==> src/rtl/wb_rd_dma_if.sv <==
// Wishbone classic bus bundle shared by the read DMA master and its slave.
interface wshb_if;
  logic        cyc;
  logic        stb;
  logic        we;
  logic [3:0]  sel;
  logic [31:0] adr;
  logic [31:0] dat_ms;
  logic [31:0] dat_sm;
  logic        ack;

  modport master (
    output cyc, stb, we, sel, adr, dat_ms,
    input  dat_sm, ack
  );

  modport slave (
    input  cyc, stb, we, sel, adr, dat_ms,
    output dat_sm, ack
  );
endinterface

==> src/rtl/wb_rd_dma.sv <==
// Wishbone classic read DMA: fetches len words from base_adr into a stream FIFO.
// Optional ack timeout is enabled by defining WB_RD_DMA_TIMEOUT_EN.
module wb_rd_dma #(
  parameter int FIFO_DEPTH  = 4,
  parameter int TIMEOUT_CYC = 255
) (
  input  logic        clk,
  input  logic        rst_n,
  wshb_if.master      wb_m,
  input  logic        start,
  input  logic [31:0] base_adr,
  input  logic [15:0] len,
  output logic        busy,
  output logic        done,
  output logic        err,
  output logic [31:0] m_data,
  output logic        m_valid,
  input  logic        m_ready
);

  localparam int AW = $clog2(FIFO_DEPTH);
  localparam logic [AW:0] DEPTH_C = FIFO_DEPTH[AW:0];

  typedef enum logic [1:0] {IDLE, READ, PAUSE, DONE} state_t;

  state_t        state;
  logic          cyc;
  logic          stb;
  logic [3:0]    sel;
  logic [31:0]   adr;
  logic [15:0]   idx;
  logic [15:0]   len_q;

  logic [31:0]   mem [FIFO_DEPTH];
  logic [AW-1:0] wr_ptr;
  logic [AW-1:0] rd_ptr;
  logic [AW:0]   count;
  logic [AW:0]   count_next;
  logic          push;
  logic          pop;
  logic          last;
  logic          tmo_hit;

  // An ack only counts while strobing in READ; stray acks elsewhere are ignored.
  assign push       = (state == READ) && stb && wb_m.ack;
  assign pop        = m_valid && m_ready;
  assign count_next = count + {{AW{1'b0}}, push} - {{AW{1'b0}}, pop};
  assign last       = (idx == len_q - 16'd1);

  assign wb_m.cyc    = cyc;
  assign wb_m.stb    = stb;
  assign wb_m.we     = 1'b0;
  assign wb_m.sel    = sel;
  assign wb_m.adr    = adr;
  assign wb_m.dat_ms = 32'h0;

`ifdef WB_RD_DMA_TIMEOUT_EN
  localparam int TW = $clog2(TIMEOUT_CYC + 1);
  logic [TW-1:0] tmo_cnt;

  assign tmo_hit = (state == READ) && !wb_m.ack && (tmo_cnt == TW'(TIMEOUT_CYC - 1));

  // Each word gets a fresh budget: the count restarts on entering READ and on every ack.
  always_ff @(posedge clk) begin
    if (!rst_n) begin
      tmo_cnt <= '0;
      err     <= 1'b0;
    end else begin
      if (state != READ || wb_m.ack) tmo_cnt <= '0;
      else                           tmo_cnt <= tmo_cnt + TW'(1);
      if (state == IDLE && start) err <= 1'b0;
      else if (tmo_hit)           err <= 1'b1;
    end
  end
`else
  assign tmo_hit = 1'b0;
  assign err     = 1'b0;
`endif

  // NOTE: state and registered bus outputs use non-blocking assignments so every
  // branch below sees the pre-edge values, avoiding ordering races between blocks.
  always_ff @(posedge clk) begin
    if (!rst_n) begin
      state <= IDLE;
      cyc   <= 1'b0;
      stb   <= 1'b0;
      sel   <= 4'h0;
      adr   <= 32'h0;
      idx   <= 16'h0;
      len_q <= 16'h0;
      busy  <= 1'b0;
      done  <= 1'b0;
    end else begin
      done <= 1'b0;
      case (state)
        IDLE: begin
          if (start) begin
            busy  <= 1'b1;
            len_q <= len;
            idx   <= 16'h0;
            adr   <= {base_adr[31:2], 2'b00};
            if (len == 16'h0) begin
              state <= DONE;
              done  <= 1'b1;
            end else begin
              state <= READ;
              cyc   <= 1'b1;
              stb   <= 1'b1;
              sel   <= 4'hF;
            end
          end
        end
        READ: begin
          if (push) begin
            adr <= adr + 32'd4;
            idx <= idx + 16'd1;
            if (last) begin
              state <= DONE;
              cyc   <= 1'b0;
              stb   <= 1'b0;
              sel   <= 4'h0;
              done  <= 1'b1;
            end else if (count_next == DEPTH_C) begin
              // Drop stb so the slave is never asked for a word we cannot store.
              state <= PAUSE;
              stb   <= 1'b0;
            end
          end else if (tmo_hit) begin
            state <= DONE;
            cyc   <= 1'b0;
            stb   <= 1'b0;
            sel   <= 4'h0;
            done  <= 1'b1;
          end
        end
        PAUSE: begin
          if (count < DEPTH_C) begin
            state <= READ;
            stb   <= 1'b1;
          end
        end
        DONE: begin
          state <= IDLE;
          busy  <= 1'b0;
        end
        default: state <= IDLE;
      endcase
    end
  end

  always_ff @(posedge clk) begin
    if (!rst_n) begin
      wr_ptr <= '0;
      rd_ptr <= '0;
      count  <= '0;
    end else begin
      if (push) wr_ptr <= wr_ptr + 1'b1;
      if (pop)  rd_ptr <= rd_ptr + 1'b1;
      count <= count_next;
    end
  end

  // NOTE: the storage array has no reset; emptiness is tracked by the pointers and
  // count alone, and m_data is gated to zero whenever the FIFO is empty.
  always_ff @(posedge clk) begin
    if (push) mem[wr_ptr] <= wb_m.dat_sm;
  end

  assign m_valid = (count != '0);
  assign m_data  = m_valid ? mem[rd_ptr] : 32'h0;

endmodule

==> src/flat_wrapper.sv <==
// flat-port wrapper written by rule: the top's interface ports become plain ports
module wb_rd_dma_flat 
#(
  parameter int FIFO_DEPTH  = 4,
  parameter int TIMEOUT_CYC = 255
)
  (clk, rst_n, start, base_adr, len, busy, done, err, m_data, m_valid, m_ready, wb_m_cyc, wb_m_stb, wb_m_we, wb_m_sel, wb_m_adr, wb_m_dat_ms, wb_m_dat_sm, wb_m_ack);
  wshb_if wb_m_i ();
  input  logic clk;
  input  logic rst_n;
  input  logic start;
  input  logic [31:0] base_adr;
  input  logic [15:0] len;
  output logic busy;
  output logic done;
  output logic err;
  output logic [31:0] m_data;
  output logic m_valid;
  input  logic m_ready;
  output wire logic [$bits(wb_m_i.cyc)-1:0] wb_m_cyc;
  output wire logic [$bits(wb_m_i.stb)-1:0] wb_m_stb;
  output wire logic [$bits(wb_m_i.we)-1:0] wb_m_we;
  output wire logic [$bits(wb_m_i.sel)-1:0] wb_m_sel;
  output wire logic [$bits(wb_m_i.adr)-1:0] wb_m_adr;
  output wire logic [$bits(wb_m_i.dat_ms)-1:0] wb_m_dat_ms;
  input wire logic [$bits(wb_m_i.dat_sm)-1:0] wb_m_dat_sm;
  input wire logic [$bits(wb_m_i.ack)-1:0] wb_m_ack;
  assign wb_m_cyc = wb_m_i.cyc;
  assign wb_m_stb = wb_m_i.stb;
  assign wb_m_we = wb_m_i.we;
  assign wb_m_sel = wb_m_i.sel;
  assign wb_m_adr = wb_m_i.adr;
  assign wb_m_dat_ms = wb_m_i.dat_ms;
  assign wb_m_i.dat_sm = wb_m_dat_sm;
  assign wb_m_i.ack = wb_m_ack;
  wb_rd_dma #(.FIFO_DEPTH(FIFO_DEPTH), .TIMEOUT_CYC(TIMEOUT_CYC)) u_core (.clk(clk), .rst_n(rst_n), .wb_m(wb_m_i), .start(start), .base_adr(base_adr), .len(len), .busy(busy), .done(done), .err(err), .m_data(m_data), .m_valid(m_valid), .m_ready(m_ready));
endmodule
==> config.mk <==
export PLATFORM = sky130hd
export DESIGN_NAME = wb_rd_dma_flat
export DESIGN_NICKNAME = d
export VERILOG_FILES = /design/src/rtl/wb_rd_dma_if.sv /design/src/rtl/wb_rd_dma.sv /design/src/flat_wrapper.sv
export SDC_FILE = /design/constraint.sdc
export NUM_CORES = 1
export LEC_CHECK = 0
export BUFFER_PORTS_ARGS = -buffer_cell sky130_fd_sc_hd__buf_4
export CAP_MARGIN = 0
export CELL_PAD_IN_SITES_DETAIL_PLACEMENT = 0
export CELL_PAD_IN_SITES_GLOBAL_PLACEMENT = 2
export CORE_ASPECT_RATIO = 1.4
export CORE_UTILIZATION = 36
export DETAILED_ROUTE_END_ITERATION = 6
export PLACE_DENSITY_LB_ADDON = 0.1
export REMOVE_ABC_BUFFERS = 1
export SYNTH_ARGS = -nofsm -noshare
export SYNTH_HDL_FRONTEND = slang
export SYNTH_SLANG_ARGS = --single-unit
==> constraint.sdc <==
create_clock -name clk -period 3.44 [get_ports clk]
set_input_delay 0.172 -clock clk [delete_from_list [all_inputs] [get_ports clk]]
set_output_delay 0.172 -clock clk [all_outputs]
set_load 0.01 [all_outputs]
==> flow_results.org, run 1 <==
** Status
- The run finished, with violations left.
- The final reports fail on DRC.

** Floorplan
- Starting density of the core :: 36.8%
- The die is 193 um tall.
- Die area :: 0.0267 sq mm
- The core region is 0.0255 sq mm.
- The floorplan step set the die width to 138 um.
- During I/O placement, the number of pins put on the boundary was 192.
- Standard-cell row count :: 69

** STA
- Shortest period the worst path allows :: 2770 ps
- Setup violations remaining at the end of the flow were counted as 0.
- Rel. slew slack :: 38.1%
- Summed over all failing endpoints, the final setup total negative slack is 0 ps.
- Maximum clock frequency :: 361 MHz
- RSZ-0062 raised after global routing :: no
- The worst path uses 80.6% of the clock period.
- Final Skew :: 17.3 ps
- Setup slack on the critical path of the routed design comes to 668 ps.
- Max-slew violation total from the final report :: 0
- Slew of the pin with the lowest slew margin :: 929 ps
- Final Hold Fails :: 0

** Power and ir drop
- VDD sags by at most 0.000364 V.
- Total power draw :: 7.38 mW
- For this design the static power due to leakage is 4.43 nW.
- Dividing total power by cell area gives a power density of 611 mW/mm^2.

** Cells and area
- Post-Layout Inst Area :: 0.0121 sq mm
- # diodes :: 0
- In the final layout, the share of cells above drive strength 1 is 24.6%.
- Leading cell type in the layout, fill and taps excluded :: buf_4
- At the end of the flow, the number of nets in the layout was 1101.
- The library cells used most frequently in the layout, excluding fill and tap cells, are buf_4 (167), edfxtp_1 (128), nand2_1 (77).
- The area growth from synthesis to layout is 28.8%.

** Synthesis
- For this run, the number of Yosys warnings is 0.
- Async SR Flop Fraction :: 0%
- Counting every instance in the synthesized netlist gives 797.
- A synthesized cell averages 11.8 sq um.
- Main synth FF type :: edfxtp_1
- Seq/Total Area, Yosys :: 57.4%
- Post-synthesis cell area :: 0.00938 sq mm
- The synthesized netlist contains 65 unique library cells.
- Counting flops with a built-in enable in the synthesized netlist gives 128.
- Flops & latches, synth :: 205

** Clock network
- Post-CTS repair changed the size of 0 cells.
- The clock drives 205 sinks.
- Clock-pin slew was measured on the worst setup and hold paths at 60 ps.
- Clock latency on the worst-skew pair, taken at its later pin, is 510 ps.
- Counting the buffers created by CTS gives 23.
- Number of buffers on the longest clock path :: 3
- H-tree lvl count :: 1
- Clock tree from TritonCTS :: built
- Clock root buffer master :: clkbuf_16

** Global routing
- Total gr overflow :: 0
- Global routing consumed, over all layers together, 17.6% of the routing resources.
- Initial antenna violation count :: 0
- The number of global-route vias before repair was 6990.
- Entering global routing, the biggest net connects 43 pins.
- First-pass GRT wire length :: 37200 um

** Routing
- Routed vias :: 6792
- After detailed routing, the number of remaining DRC violations is 24.
- Total wire length :: 23400 um
- The first TritonRoute pass finished after 6 iterations.
- Detail Route Antenna Nets :: 0
- Routed wire per std cell :: 17.4 um
- In the routed layout, each cell is associated on average with a via count of 5.06.
- For this block, the initial DRC count from the detailed router was 334.

** Place
- RD Place Congestion :: 0.760
- # port buffers :: 153
- After legalization and detailed placement, the total HPWL measured 15600 um.
- The placed instances occupy a cell area of 0.0107 sq mm.
- Before CTS, the worst setup slack after placement is 641 ps.

** Min path
- Worst min-delay path class :: in -> reg

** Setup path
- Maximum fanout along the worst path :: 3
- Startpoint type of the worst setup path :: flop
- Critical path class :: reg -> reg
- Across all register-to-register paths, the minimum setup slack is 670 ps.
- Data arrival at the endpoint of the critical path :: 3170 ps
- Required time at the endpoint of the critical path :: 3840 ps
- Crit path capture type :: flop

** Job
- Max-cap violations in this run came to 0.
[stage by stage]
step           hold WS, ps  instances  utilization, %
2_1_floorplan          271        751               -
3_3_place_gp           371       1237            42.0
3_5_place_dp           377       1237            42.0
4_1_cts              0.707       1342            47.4
5_1_grt               19.7       1342            47.4
6_report              29.4       1342            47.4
[cell type report]
cell class | instances | area (sq um)
Clock buffer | 31 | 616
Clock inverter | 11 | 125
Fill cell | 2363 | 13400
Inverter | 12 | 45.0
Multi-Input combinational cell | 534 | 3620
Sequential cell | 205 | 5390
Tap cell | 319 | 399
Timing Repair Buffer | 230 | 1880
[critical path: stages, from the launching register on]
cell     delay [ps]
dfxtp_1         320
or3_1           380
and2_1          200
ha_1            280
inv_1            40
ha_1            200
fa_1            380
xnor2_1         200
xnor2_1         130
nor3_1          200
a31oi_2          80
o221a_1         260
[flip-flops by register name, indices dropped and copies added (netlist names), 2 cells and up, named ones only]
| register | count |
|---|---|
| u_core.wr_ptr | 2 |
| u_core.state | 2 |
| u_core.len_q | 16 |
| u_core.idx | 16 |
| u_core.rd_ptr | 2 |
| u_core.mem | 128 |
| u_core.wb_m.adr | 30 |
| u_core.count | 3 |
[per-layer routing]
| layer | GRT usage, % | up-vias | wire length [um] |
|---|---|---|---|
| met2 | 33.3 | 151 | 12500 |
| met3 | 2.52 | 35 | 971 |
| li1 | - | 3294 | - |
| met4 | 5.66 | 0 | 482 |
| met1 | 20.5 | 3312 | 9400 |
| met5 | 0 | - | 0 |
[cell usage after synthesis, types with 2 or more instances]
master      n  area, sq um
a211oi_1   11         82.6
a21oi_1    63          315
a22oi_1     2         15.0
a311oi_1    2         17.5
a31oi_1     4         25.0
and2_1     40          250
and3_1      8         50.1
and3_2      2         15.0
and3b_1     2         17.5
and4_1      5         43.8
buf_1       6         22.5
buf_4      40          300
clkbuf_1   33          124
dfxtp_1    77         1540
edfxtp_1  128         3840
ha_1        9          113
inv_1      11         41.3
mux2i_1     3         30.0
mux4_2     32          721
nand2_1    77          289
nand2b_1    4         25.0
nand3_1    26          130
nand3b_1    2         15.0
nand4_1    11         68.8
nor2_1     48          180
nor2b_1     3         18.8
nor3_1      9         45.0
nor3b_1     5         37.5
nor4_1     10         62.6
o21a_1      4         30.0
o21ai_0    36          180
o22ai_1    10         62.6
o31ai_1     2         15.0
o32ai_1     3         26.3
or3_1       8         50.1
xnor2_1    18          158
xor2_1     15          131
[cells by family (layout without fill, tap and decap cells)]
kind of cell,after synthesis,count (layout),synth area share (%)
xor+xnor,33,33,3.08
flops,205,205,57.4
buf+inv,93,284,5.42
compound gates,148,148,9.35
mux,35,35,8.01
other cells,1,36,0.0400
fa+ha+maj,10,10,1.41
simple gates,272,272,15.3
[final timing paths]
kind,endpoint,start,cells past startpoint
min reg2reg,u_core.len_q[15],u_core.len_q[15],2
min,u_core.wb_m.adr[26],base_adr[26],3
max reg2reg,u_core.wb_m.stb,u_core.count[1],11
max,u_core.wb_m.stb,u_core.count[1],11
[repair_timing]
| item | 4_1_cts | 5_1_grt |
|---|---|---|
| hold buffers | 63 | 0 |
| setup buffers | 0 | 0 |
| hold endpoints to repair | 159 | 0 |
[report_power, final]
part | switching, mW | leakage [nW] | internal [mW]
registers | 0.119 | 1.78 | 2.73
clock network | 0.989 | 0.350 | 1.42
logic | 1.05 | 2.30 | 1.08
total | 2.16 | 4.43 | 5.22
Power figures use the tool's default switching activity.
==> inputs of run 2 (changes only) <==
--- a/config.mk
+++ b/config.mk
@@ -5,12 +5,13 @@
 export SDC_FILE = /design/constraint.sdc
 export NUM_CORES = 1
 export LEC_CHECK = 0
+export ABC_AREA = 1
 export BUFFER_PORTS_ARGS = -buffer_cell sky130_fd_sc_hd__buf_4
 export CAP_MARGIN = 0
 export CELL_PAD_IN_SITES_DETAIL_PLACEMENT = 0
 export CELL_PAD_IN_SITES_GLOBAL_PLACEMENT = 2
 export CORE_ASPECT_RATIO = 1.4
-export CORE_UTILIZATION = 36
+export CORE_UTILIZATION = 33
 export DETAILED_ROUTE_END_ITERATION = 6
 export PLACE_DENSITY_LB_ADDON = 0.1
 export REMOVE_ABC_BUFFERS = 1
==> constraint.sdc (replaced) <==
create_clock -name clk -period 2.6 [get_ports clk]
set_input_delay 0.13 -clock clk [delete_from_list [all_inputs] [get_ports clk]]
set_output_delay 0.13 -clock clk [all_outputs]
set_load 0.01 [all_outputs]
==> run 2 against run 1 <==
The run now ends clean. Clock-buffer cell count is 5 lower. Critical path depth is 4 higher. Sequential power grew 45%. Final area grew 9.8%. Sequential share of layout area down 4.0 points. Power rose by 61%. Worst setup slack got worse by 590 ps. Clock power rose by 32%. Global-route usage increased by 0.70 points. Via count grew 25%. Critical endpoint is now u_core.state[1].
==> flow_results.org, run 2 <==
** Power and ir drop
- Clock group share of total power :: 26.8% (-5.8 points)
- The proportion of total power due to net switching came to 36.0% (+6.8 points).
- Total power draw :: 11.9 mW (+61%)
- The total power density per cell area came to 895 mW/mm^2 (+46%).
- Pleak :: 5.27 nW (+19%)
- The fraction of power consumed by sequential logic was 34.9% (-3.7 points).
- The combinational share of power came to 38.4% (+9.6 points).
- The net load switching power came to 4.27 mW (+98%).
- The cell-internal power came to 7.59 mW (+45%).
- The largest vdd supply drop came to 0.000503 V (+38%).

** Routing
- The routed length per instance was 15.6 um (-11%).
- Routed vias :: 8461 (+25%)
- The post-detailed-route via-to-cell ratio came to 4.66 (-7.9%).
- Post-route DRC :: 0 (-100%)
- The number of search-and-repair iterations in the first detailed-routing pass was 5 (-1).
- The number of nets with antenna violations after routing is 0 (unchanged).
- Total wire length :: 28300 um (+21%)
- Starting DRT DRC Count :: 370 (+11%)

** Setup path
- Cell family with most CP delay :: adder cells
- Buffers & Inverters on Critical Path :: 3 (+2)
- The flop-to-flop setup slack was 70 ps (-590 ps).
- The worst path arrival time is 2930 ps (-240 ps).
- Critical path class :: reg -> reg
- The largest individual stage delay along the critical path comes from the cell fa_2.
- Largest incremental delay on the critical path :: 370 ps (about the same)
- Required time at the endpoint of the critical path :: 3000 ps (-840 ps)
- Crit path capture type :: flop
- The critical path goes through nor3_4 > inv_1 > nand2_1 > inv_2 > ha_4 > inv_2 > ha_4 > fa_2 > xnor2_2 > xor2_1 > a21oi_2 > nand2_1 > nand2_2 > o21ai_2 > nor2_1.
- STA classifies the critical path startpoint as a flop.
- Maximum fanout along the worst path :: 3 (unchanged)

** Synthesis
- In the post-synthesis netlist, the cell with the most instances is nor2_1.
- The count of flip-flops with a built-in enable after synthesis was 128 (unchanged).
- Counting instances in the post-synthesis netlist gives the leading cell types as nor2_1 (229), nand2_1 (175), edfxtp_1 (128).
- Cell taking the most area after synthesis :: edfxtp_1
- Avg Cell Area, Syn :: 8.53 sq um (-27%)
- Synthesized netlist cell count :: 1174 (+47%)
- Share of Yosys cell area claimed by the top area cell type :: 38.4% (-2.6 points)
- Number of synthesis warnings :: 0 (unchanged)
- In the synthesized netlist the dominant register cell turns out to be edfxtp_1.
- Flops & latches, synth :: 205 (unchanged)
- The fraction of synthesis flops using an asynchronous set or reset pin came to 0% (unchanged).
- The sequential area share after synthesis was 53.8% (-3.7 points).
- Post-synthesis cell area :: 0.0100 sq mm (+6.8%)
- Count of unique library cells instantiated by Yosys :: 45 (-31%)
- Largest cells by area after synthesis :: edfxtp_1 (38%), dfxtp_1 (15%), nor2_1 (8.6%)

** Global routing
- Initial antenna violation count :: 0 (unchanged)
- Vias in the first global route :: 8267 (+18%)
- The pin count of the biggest net entering global routing is 65 (+51%).
- The global-route wire length before repair came to 44100 um (+19%).
- The global-route usage over all layers came to 18.3% (+0.70 points).
- The global route total overflow is 0 (unchanged).

** Place
- # placed instances :: 1694 (+37%)
- The placer's final routability congestion estimate came to 0.755 (-0.58%).
- Placed wire-length estimate after detailed placement :: 18800 um (+20%)
- Worst slack at placement :: -9.10 ps (-650 ps)
- The cell area after placement is 0.0117 sq mm (+8.9%).
- The port buffer count is 153 (unchanged).

** STA
- Period Utilization, post-route :: 97.2% (+17 points)
- Rel. slew slack :: 52.0% (+14 points)
- The total count of hold-check failures in the final report came to 0 (unchanged).
- Worst hold margin :: 35.4 ps (+5.96 ps)
- The transition time at the pin with the least slew margin came to 720 ps (-209 ps).
- Setup total negative slack :: 0 ps (unchanged)
- Worst Setup Slack, final :: 72.8 ps (-595 ps)
- Shortest period the worst path allows :: 2530 ps (-245 ps)
- The number of max-slew violations in the final report came to 0 (unchanged).
- The highest clock frequency the design can meet came to 396 MHz (+9.7%).
- Setup repair after global routing could not meet its margin everywhere.
- Final Skew :: 9.24 ps (-8.02 ps)
- The number of endpoints failing setup at the final stage came to 0 (unchanged).

** Floorplan
- Core region area :: 0.0299 sq mm (+18%)
- Die area :: 0.0311 sq mm (+16%)
- The die height is 208 um (+7.9%).
- The number of rows created at floorplan came to 75 (+8.7%).
- I/O pin cnt :: 192 (unchanged)
- The horizontal extent of the die came to 149 um (+7.8%).
- Starting density of the core :: 33.5% (-3.3 points)

** Cells and area
- The top cell types in the final layout, fill and taps aside, are nor2_1 (224), buf_4 (187), nand2_1 (173).
- Post-Layout Inst Area :: 0.0133 sq mm (+9.8%)
- The largest registers in the layout are u_core.mem: 128 flops, u_core.wb_m.adr: 30 flops.
- Leaving out fill and tap cells, the most frequent cell in the layout is nor2_1.
- Top reg by flops :: u_core.mem
- The count of antenna diodes in the layout came to 0 (unchanged).
- The number of flip-flops in the largest register was 128 (unchanged).
- From synthesis to final layout, the design area changed by 32.3%.
- The ratio of cells with drive above 1 in the final layout was 18.7% (-5.9 points).
- Net count reported at finish :: 1510 (+37%)
- The utilization after layout came to 44.3% (-3.1 points).
- The filler-free cell count of the finished design was 1815 (+35%).

** Clock network
- Number of buffers on the longest clock path :: 3 (unchanged)
- TritonCTS built the clock tree.
- The clock latency at the later pin of the worst-skew pair was 510 ps (about the same).
- The CTS H-tree depth came to 1 (unchanged).
- Clock-pin slew reported for the worst setup and hold paths after clock tree synthesis :: 60 ps (about the same)
- The sink count of the clock tree came to 205 (unchanged).
- The root buffer cell chosen for the clock tree is clkbuf_16.
- Number of clock buffers inserted by TritonCTS :: 23 (unchanged)

** Min path
- The min-delay analysis places its worst path in the category in -> reg.

** Status
- Result of the run :: finished, final reports clean

** Job
- Number of violations of the max-capacitance limit :: 0 (unchanged)
run 2: cell count changes in the layout (fill, tap and decap cells not counted), sizes merged, moves of 25 or more:
| cell | delta |
|---|---|
| and2 | -37 |
| buf | +25 |
| inv | +81 |
| mux4 | -32 |
| nand2 | +102 |
| nand3 | +30 |
| nor2 | +186 |
| o21ai | +75 |
run 2: worst reg2reg max path: cells and delay by family (launching register included):
kind                     cells  cell delay, ps
buffers and inverters        3             160
AND/OR/NAND/NOR              5             500
adder cells (fa/ha/maj)      3             780
flip-flops                   1             330
AO/OA/AOI/OAI                2             250
XOR/XNOR                     2             390
run 2: kinds of logic after synthesis:
| family | after synthesis | synth area share [%] |
|---|---|---|
| other cells | 1 | 0.0374 |
| simple gates | 521 | 22.1 |
| compound gates | 231 | 12.4 |
| flops | 205 | 53.8 |
| buf+inv | 183 | 8.38 |
| xor+xnor | 23 | 2.01 |
| fa+ha+maj | 10 | 1.32 |
run 2: final cells by class:
type	instances	area [sq um]
repair buffers	268	2260
fillers	3021	16700
multi-input cells	821	4030
clock buffers	26	587
inverters	96	367
flip-flops and latches	205	5390
well taps	385	482
clock inverters	14	141
run 2: final timing paths:
path	start	to	cells after the start
setup / recovery	u_core.count[1]	u_core.state[1]	15
hold reg to reg	u_core.busy	u_core.busy	2
hold / removal	base_adr[4]	u_core.wb_m.adr[4]	3
setup reg to reg	u_core.count[1]	u_core.state[1]	15
run 2: repair_timing:
| action | in CTS | in global routing |
|---|---|---|
| endpoints found under the hold margin | 180 | 0 |
| pin swaps | 3 | 11 |
| gates resized for setup | 3 | 17 |
| setup buffers | 4 | 1 |
| hold buffers | 76 | 0 |
| endpoints found under the setup margin | 2 | 11 |
run 2: power by group through the flow:
stage | Combinational (mW) | Sequential (mW) | Clock (mW)
floorplan | 2.19 | 4.30 | 0
global route | 5.09 | 4.19 | 3.38
finish | 4.55 | 4.14 | 3.17
detailed placement | 4.28 | 4.20 | 0
global placement | 4.27 | 4.19 | 0
CTS | 4.52 | 4.13 | 3.28
run 2: layer usage:
layer / track usage [%] / vias up / wire (um)
li1: - / 4341 / -
met1: 22.4 / 3927 / 12300
met2: 33.3 / 166 / 14300
met3: 1.95 / 27 / 1120
met4: 5.31 / 0 / 556
met5: 0 / - / 0
